--- config.mk ---
export PLATFORM = sky130hd
export DESIGN_NAME = oled_spi_tx
export DESIGN_NICKNAME = d
export VERILOG_FILES = /design/src/rtl/oled_pkg.sv /design/src/rtl/oled_sclk_div.sv /design/src/rtl/oled_spi_tx.sv
export SDC_FILE = /design/constraint.sdc
export NUM_CORES = 1
export LEC_CHECK = 0
export ABC_AREA = 0
export BUFFER_PORTS_ARGS = -buffer_cell sky130_fd_sc_hd__buf_2
export CORE_MARGIN = 3
export CORE_UTILIZATION = 51
export DETAILED_ROUTE_END_ITERATION = 8
export GPL_TIMING_DRIVEN = 0
export PLACE_DENSITY = 0.73
export SYNTH_ARGS = -nofsm -noshare
export SYNTH_HDL_FRONTEND = slang
export SYNTH_SLANG_ARGS = --single-unit
--- constraint.sdc ---
create_clock -name clk -period 1.96 [get_ports clk]
set_clock_uncertainty 0.05 [all_clocks]
set_input_delay 0.196 -clock clk [delete_from_list [all_inputs] [get_ports clk]]
set_output_delay 0.196 -clock clk [all_outputs]
set_load 0.01 [all_outputs]
--- src/rtl/oled_pkg.sv ---
// Shared SSD1306 definitions: SPI transmitter state encoding, panel command bytes and D/C levels.
package oled_pkg;

  typedef enum logic [1:0] {
    ST_IDLE,
    ST_SHIFT,
    ST_GAP,
    ST_DONE
  } tx_state_e;

  localparam int unsigned DIV_W = 8;
  localparam int unsigned BIT_W = 3;

  // SSD1306 init-sequence command bytes, shared with the init sequencer
  localparam logic [7:0] CMD_DISPLAY_OFF    = 8'hAE;
  localparam logic [7:0] CMD_DISPLAY_ON     = 8'hAF;
  localparam logic [7:0] CMD_SET_CLK_DIV    = 8'hD5;
  localparam logic [7:0] CMD_CLK_DIV_VAL    = 8'h80;
  localparam logic [7:0] CMD_CHARGE_PUMP    = 8'h8D;
  localparam logic [7:0] CMD_CHARGE_PUMP_ON = 8'h14;
  localparam logic [7:0] CMD_SET_CONTRAST   = 8'h81;
  localparam logic [7:0] CMD_CONTRAST_VAL   = 8'hCF;
  localparam logic [7:0] CMD_SET_PRECHARGE  = 8'hD9;
  localparam logic [7:0] CMD_PRECHARGE_VAL  = 8'hF1;
  localparam logic [7:0] CMD_SEG_REMAP      = 8'hA0;

  localparam logic DC_CMD  = 1'b0;
  localparam logic DC_DATA = 1'b1;

endpackage

--- src/rtl/oled_sclk_div.sv ---
// SCLK half-period tick generator: tick_c fires on the last of every CLK_DIV enabled cycles.
module oled_sclk_div
  import oled_pkg::*;
#(
  parameter int unsigned CLK_DIV = 4
) (
  input  logic clk,
  input  logic reset,
  input  logic en,
  input  logic clr,
  output logic tick_c
);

  localparam logic [DIV_W-1:0] DIV_LAST = DIV_W'(CLK_DIV - 1);

  logic [DIV_W-1:0] div_cnt;

  assign tick_c = en && (div_cnt == DIV_LAST);

  always_ff @(posedge clk or posedge reset) begin
    if (reset) begin
      div_cnt <= '0;
    end else if (clr) begin
      div_cnt <= '0;
    end else if (en) begin
      div_cnt <= tick_c ? '0 : div_cnt + DIV_W'(1);
    end
  end

endmodule

--- src/rtl/oled_spi_tx.sv ---
// SSD1306 SPI byte transmitter: mode 0, MSB first, CS-framed, one send_done pulse per byte.
module oled_spi_tx
  import oled_pkg::*;
#(
  parameter int unsigned CLK_DIV = 4,
  parameter int unsigned CS_GAP  = 2
) (
  input  logic       clk,
  input  logic       reset,
  input  logic       spi_send,
  input  logic [7:0] spi_data,
  input  logic       dc_in,
  output logic       send_done,
  output logic       busy,
  output logic       oled_sclk,
  output logic       oled_sdin,
  output logic       oled_cs_n,
  output logic       oled_dc
);

  localparam logic [DIV_W-1:0] GAP_LAST = DIV_W'(CS_GAP - 1);

  tx_state_e        state;
  logic [7:0]       shift_reg;
  logic [BIT_W-1:0] bit_cnt;
  logic [DIV_W-1:0] gap_cnt;
  logic             tick_c;
  logic             accept_c;

  assign accept_c = (state == ST_IDLE) && spi_send;

  oled_sclk_div #(.CLK_DIV(CLK_DIV)) u_div (
    .clk    (clk),
    .reset  (reset),
    .en     (state == ST_SHIFT),
    .clr    (accept_c),
    .tick_c (tick_c)
  );

  // MOSI is registered and only updated on the SCLK falling transition
  always_ff @(posedge clk or posedge reset) begin
    if (reset) begin
      state     <= ST_IDLE;
      shift_reg <= '0;
      bit_cnt   <= '0;
      gap_cnt   <= '0;
      send_done <= 1'b0;
      busy      <= 1'b0;
      oled_sclk <= 1'b0;
      oled_sdin <= 1'b0;
      oled_cs_n <= 1'b1;
      oled_dc   <= 1'b0;
    end else begin
      send_done <= 1'b0;
      unique case (state)
        ST_IDLE: begin
          if (spi_send) begin
            shift_reg <= spi_data;
            oled_sdin <= spi_data[7];
            oled_dc   <= dc_in;
            oled_cs_n <= 1'b0;
            bit_cnt   <= BIT_W'(7);
            busy      <= 1'b1;
            state     <= ST_SHIFT;
          end
        end
        ST_SHIFT: begin
          if (tick_c) begin
            if (!oled_sclk) begin
              oled_sclk <= 1'b1;
            end else begin
              oled_sclk <= 1'b0;
              if (bit_cnt == '0) begin
                oled_cs_n <= 1'b1;
                oled_sdin <= 1'b0;
                gap_cnt   <= '0;
                state     <= ST_GAP;
              end else begin
                shift_reg <= {shift_reg[6:0], 1'b0};
                oled_sdin <= shift_reg[6];
                bit_cnt   <= bit_cnt - BIT_W'(1);
              end
            end
          end
        end
        ST_GAP: begin
          if (gap_cnt == GAP_LAST) begin
            send_done <= 1'b1;
            state     <= ST_DONE;
          end else begin
            gap_cnt <= gap_cnt + DIV_W'(1);
          end
        end
        ST_DONE: begin
          // spi_send is deliberately not sampled here so the requester can present the next byte
          busy  <= 1'b0;
          state <= ST_IDLE;
        end
        default: state <= ST_IDLE;
      endcase
    end
  end

endmodule

* Word level (Yosys, flattened, before mapping) *
Index checks and enable logic that the tools add are counted.

storage, ports and cells
  ROM bits = 0
  logic and storage cells = 81
  memories = 0
  bits of input ports = 12
  bits in latches = 0
  output and inout bits = 6
  register bits = 34
  bits in writable memories = 0

operators by class
  reduce and logical (&&, ||, !) cells = 16
  bitwise logic cells = 0
  multiply operators = 0
  add/subtract/negate cells = 3
  multiplexer cells = 39
  div/mod/pow operators = 0
  shift-type cells = 0
  magnitude comparators = 0
  eq/ne operators = 12

operators by type and width
  cell                                                                 number
  8-bit two-way mux                                                    7
  7-bit two-way mux                                                    4
  5-bit AND reduction                                                  4
  8-bit by 1-bit adder with 8-bit output (second input constant)       2
  8-bit one-hot mux with 2 select lines                                1
  2-bit != test (second input constant)                                7
  7-bit one-hot mux with 2 select lines                                1
  1-bit two-way mux                                                    12
  3-bit two-way mux                                                    4
  2-bit two-way mux                                                    5
  8-bit by 1-bit == test with 1-bit output (second input constant)     1
  8-bit by 2-bit == test with 1-bit output (second input constant)     1
  2-bit one-hot mux with 4 select lines                                1
  2-bit nonzero test                                                   4
  1-bit one-hot mux with 2 select lines                                3
  3-bit one-hot mux with 2 select lines                                1
  2-bit AND reduction                                                  3
  2-bit == test (second input constant)                                2
  4-bit AND reduction                                                  1
  3-bit zero test                                                      1
  3-bit by 1-bit subtractor with 3-bit output (second input constant)  1
  2-bit by 1-bit == test with 1-bit output (second input constant)     1
  1-bit logical AND                                                    2
  2-bit zero test                                                      1

* Longest topological paths before layout *
Gate-level depths: netlist of the first run.

  word-level depth = 5
  mapped depth = 9
  mapped depth without buffers = 6

* By module *
From an unflattened synthesis of the first run, not the netlist that was laid out.

second synthesis, totals
  cells, all modules = 186
  area total of the unflattened synthesis = 1870.5 sq um

modules (own cells, without submodules)
  module         sequential area each (sq um)  cells an instance  area an instance (sq um)  instances
  oled_spi_tx    651.9                         143                1425.1                    1
  oled_sclk_div  200.2                         43                 445.4                     1

* Worst setup path before layout of the first run *
OpenSTA, ideal clock, no wires.

  kind = reg-to-reg
  from = register gap_cnt[1]
  to = register state[1]
  slack = -0.109 ns
  data required time = 1.782 ns
  arrival = 1.891 ns
  stages on the path, launching flop included = 7
  setup time = 0.128 ns
  path buffers = 0
  clock period less this slack = 2.069 ns
  path through = dfrtp_1 -> inv_1 -> ha_1 -> or4b_1 -> or2_1 -> a211oi_2 -> mux2_1

on the way
  cells in the longest elaborated chain, start to end = 3

RTL lines
  element                                   RTL line           text
  start: declaration                        oled_spi_tx.sv:26  logic [DIV_W-1:0] gap_cnt;
  start signal: assignment                  oled_spi_tx.sv:91  gap_cnt <= gap_cnt + DIV_W'(1);
  8-bit by 1-bit == test with 1-bit output  oled_spi_tx.sv:87  if (gap_cnt == GAP_LAST) begin
  2-bit != test (no source line)            --
  5-bit AND reduction (no source line)      --
  end signal: assignment                    oled_spi_tx.sv:89  state <= ST_DONE;
  end signal: assignment                    oled_spi_tx.sv:97  state <= ST_IDLE;
  end signal: assignment                    oled_spi_tx.sv:99  default: state <= ST_IDLE;
  end: declaration                          oled_spi_tx.sv:23  tx_state_e state;

Every way passes these cells.
A chain may end at the register's enable or synchronous reset.

* Final worst setup path of the first run *
Ends and elaborated chain as after synthesis.

==> flow_summary.yaml, run 1 <==
floorplan:
  die_w_um: 68.7
  num_rows: 22
  dieArea_um2: 4710
  io_pins: 18
  die_h_um: 68.7
  core_um2: 3720
  initial_core_util_pct: 53.9
timing:
  slew_headroom_pct: 70.6
  min_period_ns: 2.06
  fin_tns_setup_ns: -0.166
  finalSetupViolCount: 6
  fmax_ghz: 0.485
  finalWorstSetupSlack_ns: -0.102
  hold_ws_ns: 0.105
  rsz0062_at_grt: "yes"
  worst_pin_slew_ns: 0.440
  hold_viol: 0
  fin_crit_sh_pct: 105
  drv_slew: 0
placement:
  placed_area_um2: 2160
  io_buffers: 17
  gp_congestion: 0.812
  dp_hpwl_um: 2820
yosys:
  async_flop_share_pct: 100
  yosys.area.top_type: "dfrtp_1"
  yosys_most_used_dff: "dfrtp_1"
  synth-seq-cells: 34
  seq_area_frac_synth_pct: 42.6
  synth-edff-count: 0
  synth_cells: 204
  synth_cell_types: 52
  synth_area_leaders: "dfrtp_1 (41%), ha_1 (5.6%), mux2_1 (3.9%)"
  syn-mean-instance-area_um2: 9.81
  netlist_area_um2: 2000
  synth_top_area_share_pct: 41.3
  syn_nets: 225
  yosys_warnings: 0
routing:
  top_layer: "met4"
  route.met2.wl_um: 2400
  wl_um: 4690
  drt-pass1-iter-count: 4
  vias_per_cell: 5.85
  postRouteAntennaNets: 0
  wl_met1_um: 2060
  drt_iter0_drc: 91
  drc_errors: 0
  vias: 1736
  met3WireLength_um: 189
  wire_per_inst_um: 15.8
cells_and_area:
  fillers: 264
  syn_to_final_growth_pct: 29.1
  multi_input_area_um2: 1200
  diodes: 0
  final_common_cell: "dfrtp_1"
  drive_above_1_share_pct: 34.5
  fin_area_um2: 2580
  fin_util_pct: 69.6
  num-nets-final: 269
  final_cell_mix: "dfrtp_1 (31), buf_4 (21), nand2_1 (17), buf_2 (17), inv_1 (12)"
  seqCellArea_um2: 855
cts:
  insertion_delay_ns: 0.28
  cts_tree: "done"
  clk_pin_slew_ns: 0.07
  cts_sinks: 34
  cts_buffers: 5
  root_buffer: "clkbuf_8"
  clockBufferDepth: 2
  cts.htree.levels: 2
power_and_ir_drop:
  power_per_cell_area_nw_per_um2: 1400
  ir_drop_mv: 0.769
  p_leak_nw: 1.18
setup_path:
  path_class: "flip-flop to flip-flop"
  slowest_delay_ns: 0.48
  path_cells: "inv_1 > ha_1 > or4b_4 > or2_4 > a211oi_4 > mux2_4"
  slowest_stage: "or4b_4"
  rr_startpoint: "gap_cnt[1]$_DFFE_PP0P_"
  r2r_cells: 6
  r2r_setup_slack_ns: -0.10
  critPathBufInv: 1
  crit_required_ns: 2.08
  path_max_fanout: 5
  reg2reg_to: "state[1]$_DFFE_PP0P_"
  arrival_ns: 2.18
  startpoint_type: "flip-flop"
  path_delay_family: "simple AND/OR/NAND/NOR gates"
  worst_setup_path_end_kind: "flip-flop"
hold_path:
  hold_path.class: "primary input to flip-flop"
  worstHoldEndpoint: "oled_dc$_DFFE_PP0P_"
  hold_start: "dc_in"
  holdPathStages: 2
global_routing:
  grt_overflow: 0
  grt.total_usage_pct: 21.2
  antenna_found_initial: 0
  grt_pass1_wl_um: 7450
  grt_pass1_vias: 1585
  grt_max_degree: 35
run:
  maxCapViolations: 0
status:
  violations: "negative setup slack"
  status: "finished, violations left"
## report_power, final
| group | total (mW) | internal [mW] | switching [mW] |
|---|---|---|---|
| sequential | 1.09 | 0.922 | 0.172 |
| clock | 0.604 | 0.355 | 0.250 |
| combinational | 1.91 | 0.917 | 0.997 |
## worst register-to-register path, delay by kind of cell, from the launching register on
| family | cells | cell delay (ns) |
|---|---|---|
| adder cells (fa/ha/maj) | 1 | 0.12 |
| flip-flops | 1 | 0.40 |
| AND/OR/NAND/NOR | 2 | 0.76 |
| AO/OA/AOI/OAI | 1 | 0.24 |
| multiplexers | 1 | 0.32 |
| buffers and inverters | 1 | 0.06 |
## repair_timing
| item | in CTS | in global routing |
|---|---|---|
| setup endpoints to repair | 27 | 24 |
| gates resized for setup | 17 | 19 |
| pin swaps | 7 | 6 |
| hold buffers | 0 | 1 |
| buffers inserted | 10 | 11 |
| endpoints found under the hold margin | 0 | 7 |
## through the flow
step                total power [mW]  setup WS, ns  cells
detailed placement              2.48        -0.342    269
floorplan                       2.15       -0.0261    204
global route                    3.86        -0.152    297
global placement                2.46        -0.288    269
CTS                             3.30        -0.131    285
finish                          3.61        -0.102    297
## layout make-up
type                            count  share of cell area (%)
Multi-Input combinational cell    149                    46.3
Sequential cell                    34                    33.1
Timing Repair Buffer               40                    11.0
Clock buffer                        8                    4.26
Tap cell                           48                    2.32
Inverter                           14                    2.03
Buffer                              4                    1.06
## cell usage after synthesis (2+ instances only)
cell type,instances
ha_1,9
mux2_1,7
nand4_1,3
and2_1,2
nor2_1,8
a211oi_1,2
o31ai_1,5
a21o_1,4
buf_2,2
nand2_1,17
o41ai_1,2
nor3b_1,2
and3_1,4
nor2b_1,4
o31a_1,2
clkbuf_1,5
o311a_1,2
inv_1,14
nor4_1,3
nand2b_1,3
nand3_1,10
or2_2,2
a31oi_1,3
nor3_1,2
o21ai_0,13
dfrtp_1,33
or3_1,2
mux2_2,7
o21ai_1,2
a21oi_1,8
## how the worst max path moves through the flow
stage,start,endpoint,slack (ns),depth (start not counted)
after floorplan,gap_cnt[1]$_DFFE_PP0P_,state[1]$_DFFE_PP0P_,-0.03,6
final,gap_cnt[1]$_DFFE_PP0P_,state[1]$_DFFE_PP0P_,-0.10,6
after detailed placement,state[1]$_DFFE_PP0P_,gap_cnt[2]$_DFFE_PP0P_,-0.34,8
after global placement,state[1]$_DFFE_PP0P_,gap_cnt[2]$_DFFE_PP0P_,-0.29,8
after CTS,u_div.div_cnt[1]$_DFFE_PP0P_,state[1]$_DFFE_PP0P_,-0.13,5
after global routing,gap_cnt[1]$_DFFE_PP0P_,state[1]$_DFFE_PP0P_,-0.15,6
## routing by layer
metal / GRT usage [%] / up-vias
li1: - / 832
met1: 26.8 / 852
met4: 8.44 / 0
met2: 34.0 / 46
met5: 0 / -
met3: 6.00 / 6
## kinds of logic (layout without fill, tap and decap cells)
family,after synthesis,after routing,synth area share [%]
compound gates,53,53,18.6
xor+xnor,1,1,0.438
fa+ha+maj,9,9,5.63
buf+inv,21,66,4.06
flops,34,34,42.6
mux,15,15,8.38
simple gates,71,71,20.4
(Power assumes the default switching activity.)
==> inputs of run 2 (changes only) <==
SYNTH_HIERARCHICAL = 1   (was default)
==> run 2 against run 1 <==
  * The flow still finishes with violations (negative setup slack)
  * Worst setup slack worse by 0.38 ns
  * Cell area is 5.1% lower
  * Highest routed layer unchanged
  * Cell count is 6.4% lower
  * Largest cell class unchanged
  * Worst hold slack worse by 0.0023 ns
  * Sequential power is 36% lower
  * Core utilization is 1.7 points higher
  * Critical path type unchanged
  * Global-route usage is 0.50 points lower
  * Clock-buffer cell count is 1 lower
  * Die area is 6.0% lower
==> flow_summary.yaml, run 2 <==
yosys:
  synth_cell_types: 44
  yosys_most_used_dff: "dfrtp_1"
  seq_area_frac_synth_pct: 45.6
  synth_top_area_share_pct: 44.1
  syn-mean-instance-area_um2: 10.1
  yosys_warnings: 6
  syn_nets: 207
  synth_cells: 186
  yosys.area.top_type: "dfrtp_1"
  synth-seq-cells: 34
  async_flop_share_pct: 100
  synth_area_leaders: "dfrtp_1 (44%), ha_1 (6.0%), mux2i_1 (5.4%)"
  synth.most_common_cell: "dfrtp_1"
  synthTopCellsByCount: "dfrtp_1 (33), nor2_1 (21), a21oi_1 (16), inv_1 (14), nand2_1 (11)"
  netlist_area_um2: 1870
  synth-edff-count: 0
global_routing:
  grt_pass1_wl_um: 6930
  grt_overflow: 0
  grt.total_usage_pct: 20.7
  grt_pass1_vias: 1607
  antenna_found_initial: 0
  grt_max_degree: 27
timing:
  finalWorstSetupSlack_ns: -0.483
  hold_ws_ns: 0.103
  hold_viol: 0
  fin_crit_sh_pct: 125
  fmax_ghz: 0.409
  fin_tns_setup_ns: -7.90
  slew_headroom_pct: 37.7
  rsz0062_at_grt: "yes"
  min_period_ns: 2.44
  drv_slew: 0
  finalSetupViolCount: 24
  worst_pin_slew_ns: 0.933
cts:
  cts.htree.levels: 2
  cts_sinks: 34
  clk_pin_slew_ns: 0.07
  clockBufferDepth: 2
  root_buffer: "clkbuf_8"
  cts_tree: "done"
  cts_buffers: 5
  insertion_delay_ns: 0.28
routing:
  route.met2.wl_um: 2330
  drt_iter0_drc: 71
  vias: 1576
  top_layer: "met4"
  wl_um: 4380
  drc_errors: 0
  wire_per_inst_um: 15.7
  wl_met1_um: 1830
  postRouteAntennaNets: 0
  drt-pass1-iter-count: 4
  met3WireLength_um: 157
  vias_per_cell: 5.67
cells_and_area:
  fin_area_um2: 2450
  fin_util_pct: 71.2
  final_cell_mix: "dfrtp_1 (31), buf_2 (19), buf_4 (17)"
  syn_to_final_growth_pct: 31.1
  diodes: 0
  fillers: 263
  num-nets-final: 252
  final_common_cell: "dfrtp_1"
  final_cell_count_no_fill: 278
  drive_above_1_share_pct: 39.2
setup_path:
  worst_setup_path_end_kind: "flip-flop"
  arrival_ns: 2.60
  startpoint_type: "flip-flop"
  crit_required_ns: 2.11
  path_max_fanout: 5
  path_class: "flip-flop to flip-flop"
  r2r_setup_slack_ns: -0.48
status:
  status: "finished, violations left"
  violations: "negative setup slack"
floorplan:
  io_pins: 18
  dieArea_um2: 4430
  core_um2: 3440
  num_rows: 21
  initial_core_util_pct: 54.3
  die_w_um: 66.6
  die_h_um: 66.6
placement:
  dp.cells: 249
  dp_hpwl_um: 2740
  gp_congestion: 0.897
  placed_area_um2: 2070
  io_buffers: 17
run:
  maxCapViolations: 0
power_and_ir_drop:
  p_leak_nw: 1.14
  power_per_cell_area_nw_per_um2: 548
  ir_drop_mv: 0.499
hold_path:
  hold_path.class: "primary input to flip-flop"
-- run 2: what timing repair did --
action | in CTS | in global routing
cloned | 2 | 0
resized for setup | 19 | 16
pin swaps | 4 | 7
setup buffers | 14 | 7
hold buffers | 1 | 0
endpoints found under the hold margin | 8 | 0
setup endpoints to repair | 23 | 25
-- run 2: worst paths after layout --
check	from	depth (start not counted)	to
max	state[1]$_DFFE_PP0P_	9	gap_cnt[6]$_DFFE_PP0P_
min in group asynchronous	reset	3	u_div/div_cnt[6]$_DFFE_PP0P_
max in group asynchronous	reset	3	state[0]$_DFFE_PP0P_
min	dc_in	2	oled_dc$_DFFE_PP0P_
min reg2reg	bit_cnt[0]$_DFFE_PP0P_	1	bit_cnt[0]$_DFFE_PP0P_
max reg2reg	state[1]$_DFFE_PP0P_	9	gap_cnt[6]$_DFFE_PP0P_
-- run 2: cell type report --
| class | count | area [µm²] | share of cell area (%) |
|---|---|---|---|
| Inverter | 14 | 52.6 | 2.14 |
| Buffer | 6 | 51.3 | 2.09 |
| Clock buffer | 7 | 76.3 | 3.11 |
| Clock inverter | 1 | 30.0 | 1.22 |
| Timing Repair Buffer | 38 | 260 | 10.6 |
| Sequential cell | 34 | 855 | 34.8 |
| Multi-Input combinational cell | 132 | 1070 | 43.6 |
| Tap cell | 46 | 57.6 | 2.35 |
-- run 2: metal layers --
layer  GRT usage (%)  vias up
met4            9.90        0
met2            36.1       39
met3            5.23        6
met1            23.3      787
met5               0        -
li1                -      744
-- run 2: per-stage QoR --
| stage | total power, mW | worst slack [ns] |
|---|---|---|
| after CTS | 1.36 | -0.432 |
| after global routing | 1.38 | -0.532 |
| after floorplan | 0.727 | -0.403 |
| final | 1.34 | -0.483 |
| after global placement | 0.742 | -0.544 |
| after detailed placement | 0.743 | -0.652 |
-- run 2: logic make-up (layout without fill, tap and decap cells) --
logic type                 Yosys count  in the layout  synth area share, %
and+or+nand+nor                     67             67                 20.7
AOI/OAI and AO/OA                   39             39                 13.8
DFF                                 34             34                 45.6
xor gates and xnor gates             4              4                 1.87
adders and majority gates            9              9                 6.02
buffers and inverters               20             66                 4.88
muxes                               13             13                 7.16
-- run 2: report_power, final --
| part | leakage, nW | internal, mW | switching (mW) |
|---|---|---|---|
| clock | 0.0524 | 0.380 | 0.235 |
| sequential | 0.428 | 0.702 | 0 |
| combinational | 0.655 | 0.0101 | 0.0178 |
| total | 1.14 | 1.09 | 0.253 |
-- run 2: critical path, stage by stage, from the launching register on --
cell and delay, ns:
dfrtp_1 0.40, inv_2 0.09, ha_4 0.14, buf_6 0.09, or4b_4 0.48, nor2_4 0.16
nand3_4 0.12, a221oi_4 0.35, or3b_1 0.39, nand3_1 0.09
==> inputs of run 3 (changes only) <==
PLACE_DENSITY = 0.7   (was 0.73)
clock period = 2.5 ns   (was 1.96 ns; I/O delays follow)
==> run 3 against run 2 <==
  * Cell area shrank 9.8%
  * Maximum frequency grew 1.4%
  * Power shrank 21%
  * Worst hold slack gained 0.058 ns
  * Register-to-register slack gained 0.57 ns
  * Global-route usage shrank 2.2 points
  * Worst setup slack gained 0.57 ns
  * The run now ends clean
  * Critical path type unchanged
  * Largest power group unchanged
  * Combinational power shrank 20%
  * Critical path depth grew 1
  * Cell count shrank 5.0%
==> flow_summary.yaml, run 3 (same netlist as run 2, synthesis figures left out) <==
timing:
  min_period_ns: 2.41
  fmax_ghz: 0.415
  worst_pin_slew_ns: 1.04
  drv_slew: 0
  rsz0062_at_grt: "yes"
  slew_headroom_pct: 30.8
  hold_viol: 0
  fin_crit_sh_pct: 96.4
  finalWorstSetupSlack_ns: 0.0905
  fin_tns_setup_ns: 0
  finalSetupViolCount: 0
routing:
  vias_per_cell: 5.50
  drt_iter0_drc: 100
  wl_um: 3590
  vias: 1453
  drt-pass1-iter-count: 4
  wire_per_inst_um: 13.6
  postRouteAntennaNets: 0
  drc_errors: 0
placement:
  io_buffers: 17
  place_ws_ns: -0.177
  gp_congestion: 0.858
  dp_hpwl_um: 2550
  placed_area_um2: 2010
floorplan:
  initial_core_util_pct: 54.3
  num_rows: 21
  io_pins: 18
  die_h_um: 66.6
  core_um2: 3440
  dieArea_um2: 4430
  die_w_um: 66.6
global_routing:
  grt_overflow: 0
  grt.total_usage_pct: 18.5
  grt_pass1_vias: 1360
  grt_max_degree: 27
  grt_pass1_wl_um: 6160
  antenna_found_initial: 0
setup_path:
  arrival_ns: 2.55
  r2r_cells: 10
  crit_required_ns: 2.64
  path_common_cell: "buf_6"
  r2r_setup_slack_ns: 0.09
  slowest_delay_ns: 0.47
  path_cells: "inv_2 > ha_4 > buf_6 > or4b_4 > nor2_4 > nand3_4 > a221oi_4 > buf_6 > a41oi_2 > a31oi_1"
  startpoint_type: "flip-flop"
  path_delay_family: "simple AND/OR/NAND/NOR gates"
  worst_setup_path_end_kind: "flip-flop"
  rr_startpoint: "state[1]$_DFFE_PP0P_"
  path_max_fanout: 5
  critPathBufInv: 3
  slowest_stage: "or4b_4"
  reg2reg_to: "gap_cnt[5]$_DFFE_PP0P_"
  path_class: "flip-flop to flip-flop"
cells_and_area:
  diodes: 0
  final_cell_mix: "dfrtp_1 (32), buf_2 (21), nor2_1 (21)"
  num-nets-final: 238
  syn_to_final_growth_pct: 18.2
  final_common_cell: "dfrtp_1"
  fillers: 303
  seqCellArea_um2: 853
  fin_area_um2: 2210
  drive_above_1_share_pct: 24.3
  multi_input_area_um2: 958
cts:
  insertion_delay_ns: 0.28
  cts_buffers: 5
  cts_sinks: 34
  clockBufferDepth: 2
  cts_tree: "done"
  root_buffer: "clkbuf_8"
  cts.htree.levels: 2
  clk_pin_slew_ns: 0.07
hold_path:
  hold_start: "dc_in"
  hold_path.class: "primary input to flip-flop"
  holdPathStages: 2
  worstHoldEndpoint: "oled_dc$_DFFE_PP0P_"
power_and_ir_drop:
  p_leak_nw: 1.05
  power_per_cell_area_nw_per_um2: 480
  finalPower_mw: 1.06
  ir_drop_mv: 0.364
status:
  status: "finished, final reports clean"
run:
  maxCapViolations: 0
-- run 3: report_power, final --
part           internal, mW  total [mW]  switching, mW
clock                 0.298       0.488          0.190
combinational       0.00787      0.0222         0.0143
sequential            0.550       0.550              0
-- run 3: repair_timing --
item / CTS / global route
endpoints found under the setup margin: 16 / 16
pin swaps: 2 / 5
resized for setup: 1 / 7
endpoints found under the hold margin: 8 / 0
gates cloned: 1 / 0
hold buffers: 1 / 0
setup buffers: 4 / 1
-- run 3: metrics by stage --
stage	cells	util [%]	hold WS [ns]
after floorplan	186	-	0.0157
after global placement	249	58.5	0.159
after detailed placement	249	58.5	0.171
after CTS	263	63.2	0.160
after global routing	264	64.2	0.164
final	264	64.2	0.161
-- run 3: layer usage --
layer,track usage (%),share of wire [%]
met2,31.2,49
met5,0,0
met3,5.06,3.8
met4,6.09,1.3
met1,22.7,46
-- run 3: cell type report --
class	instances	share of cell area, %
Clock buffer	7	3.45
Sequential cell	34	38.6
Multi-Input combinational cell	132	43.4
Tap cell	46	2.60
Inverter	14	2.38
Buffer	6	2.04
Clock inverter	1	1.36
Timing Repair Buffer	24	6.23
-- run 3: worst max-delay path by stage --
stage                                     from                endpoint  slack (ns)  cells past startpoint
after floorplan           state[1]$_DFFE_PP0P_  gap_cnt[6]$_DFFE_PP0P_        0.07                      9
after global placement    state[1]$_DFFE_PP0P_  gap_cnt[5]$_DFFE_PP0P_       -0.13                     10
after detailed placement  state[1]$_DFFE_PP0P_  gap_cnt[5]$_DFFE_PP0P_       -0.18                     10
after CTS                 state[1]$_DFFE_PP0P_  gap_cnt[5]$_DFFE_PP0P_        0.03                     10
after global routing      state[1]$_DFFE_PP0P_  gap_cnt[4]$_DFFE_PP0P_       -0.04                     10
final                     state[1]$_DFFE_PP0P_  gap_cnt[5]$_DFFE_PP0P_        0.09                     10
-- run 3: worst register-to-register path, cell delays in order, from the launching register on --
cell      delay [ns]
dfrtp_1         0.39
inv_2           0.08
ha_4            0.13
buf_6           0.08
or4b_4          0.47
nor2_4          0.19
nand3_4         0.13
a221oi_4        0.37
buf_6           0.17
a41oi_2         0.10
a31oi_1         0.17
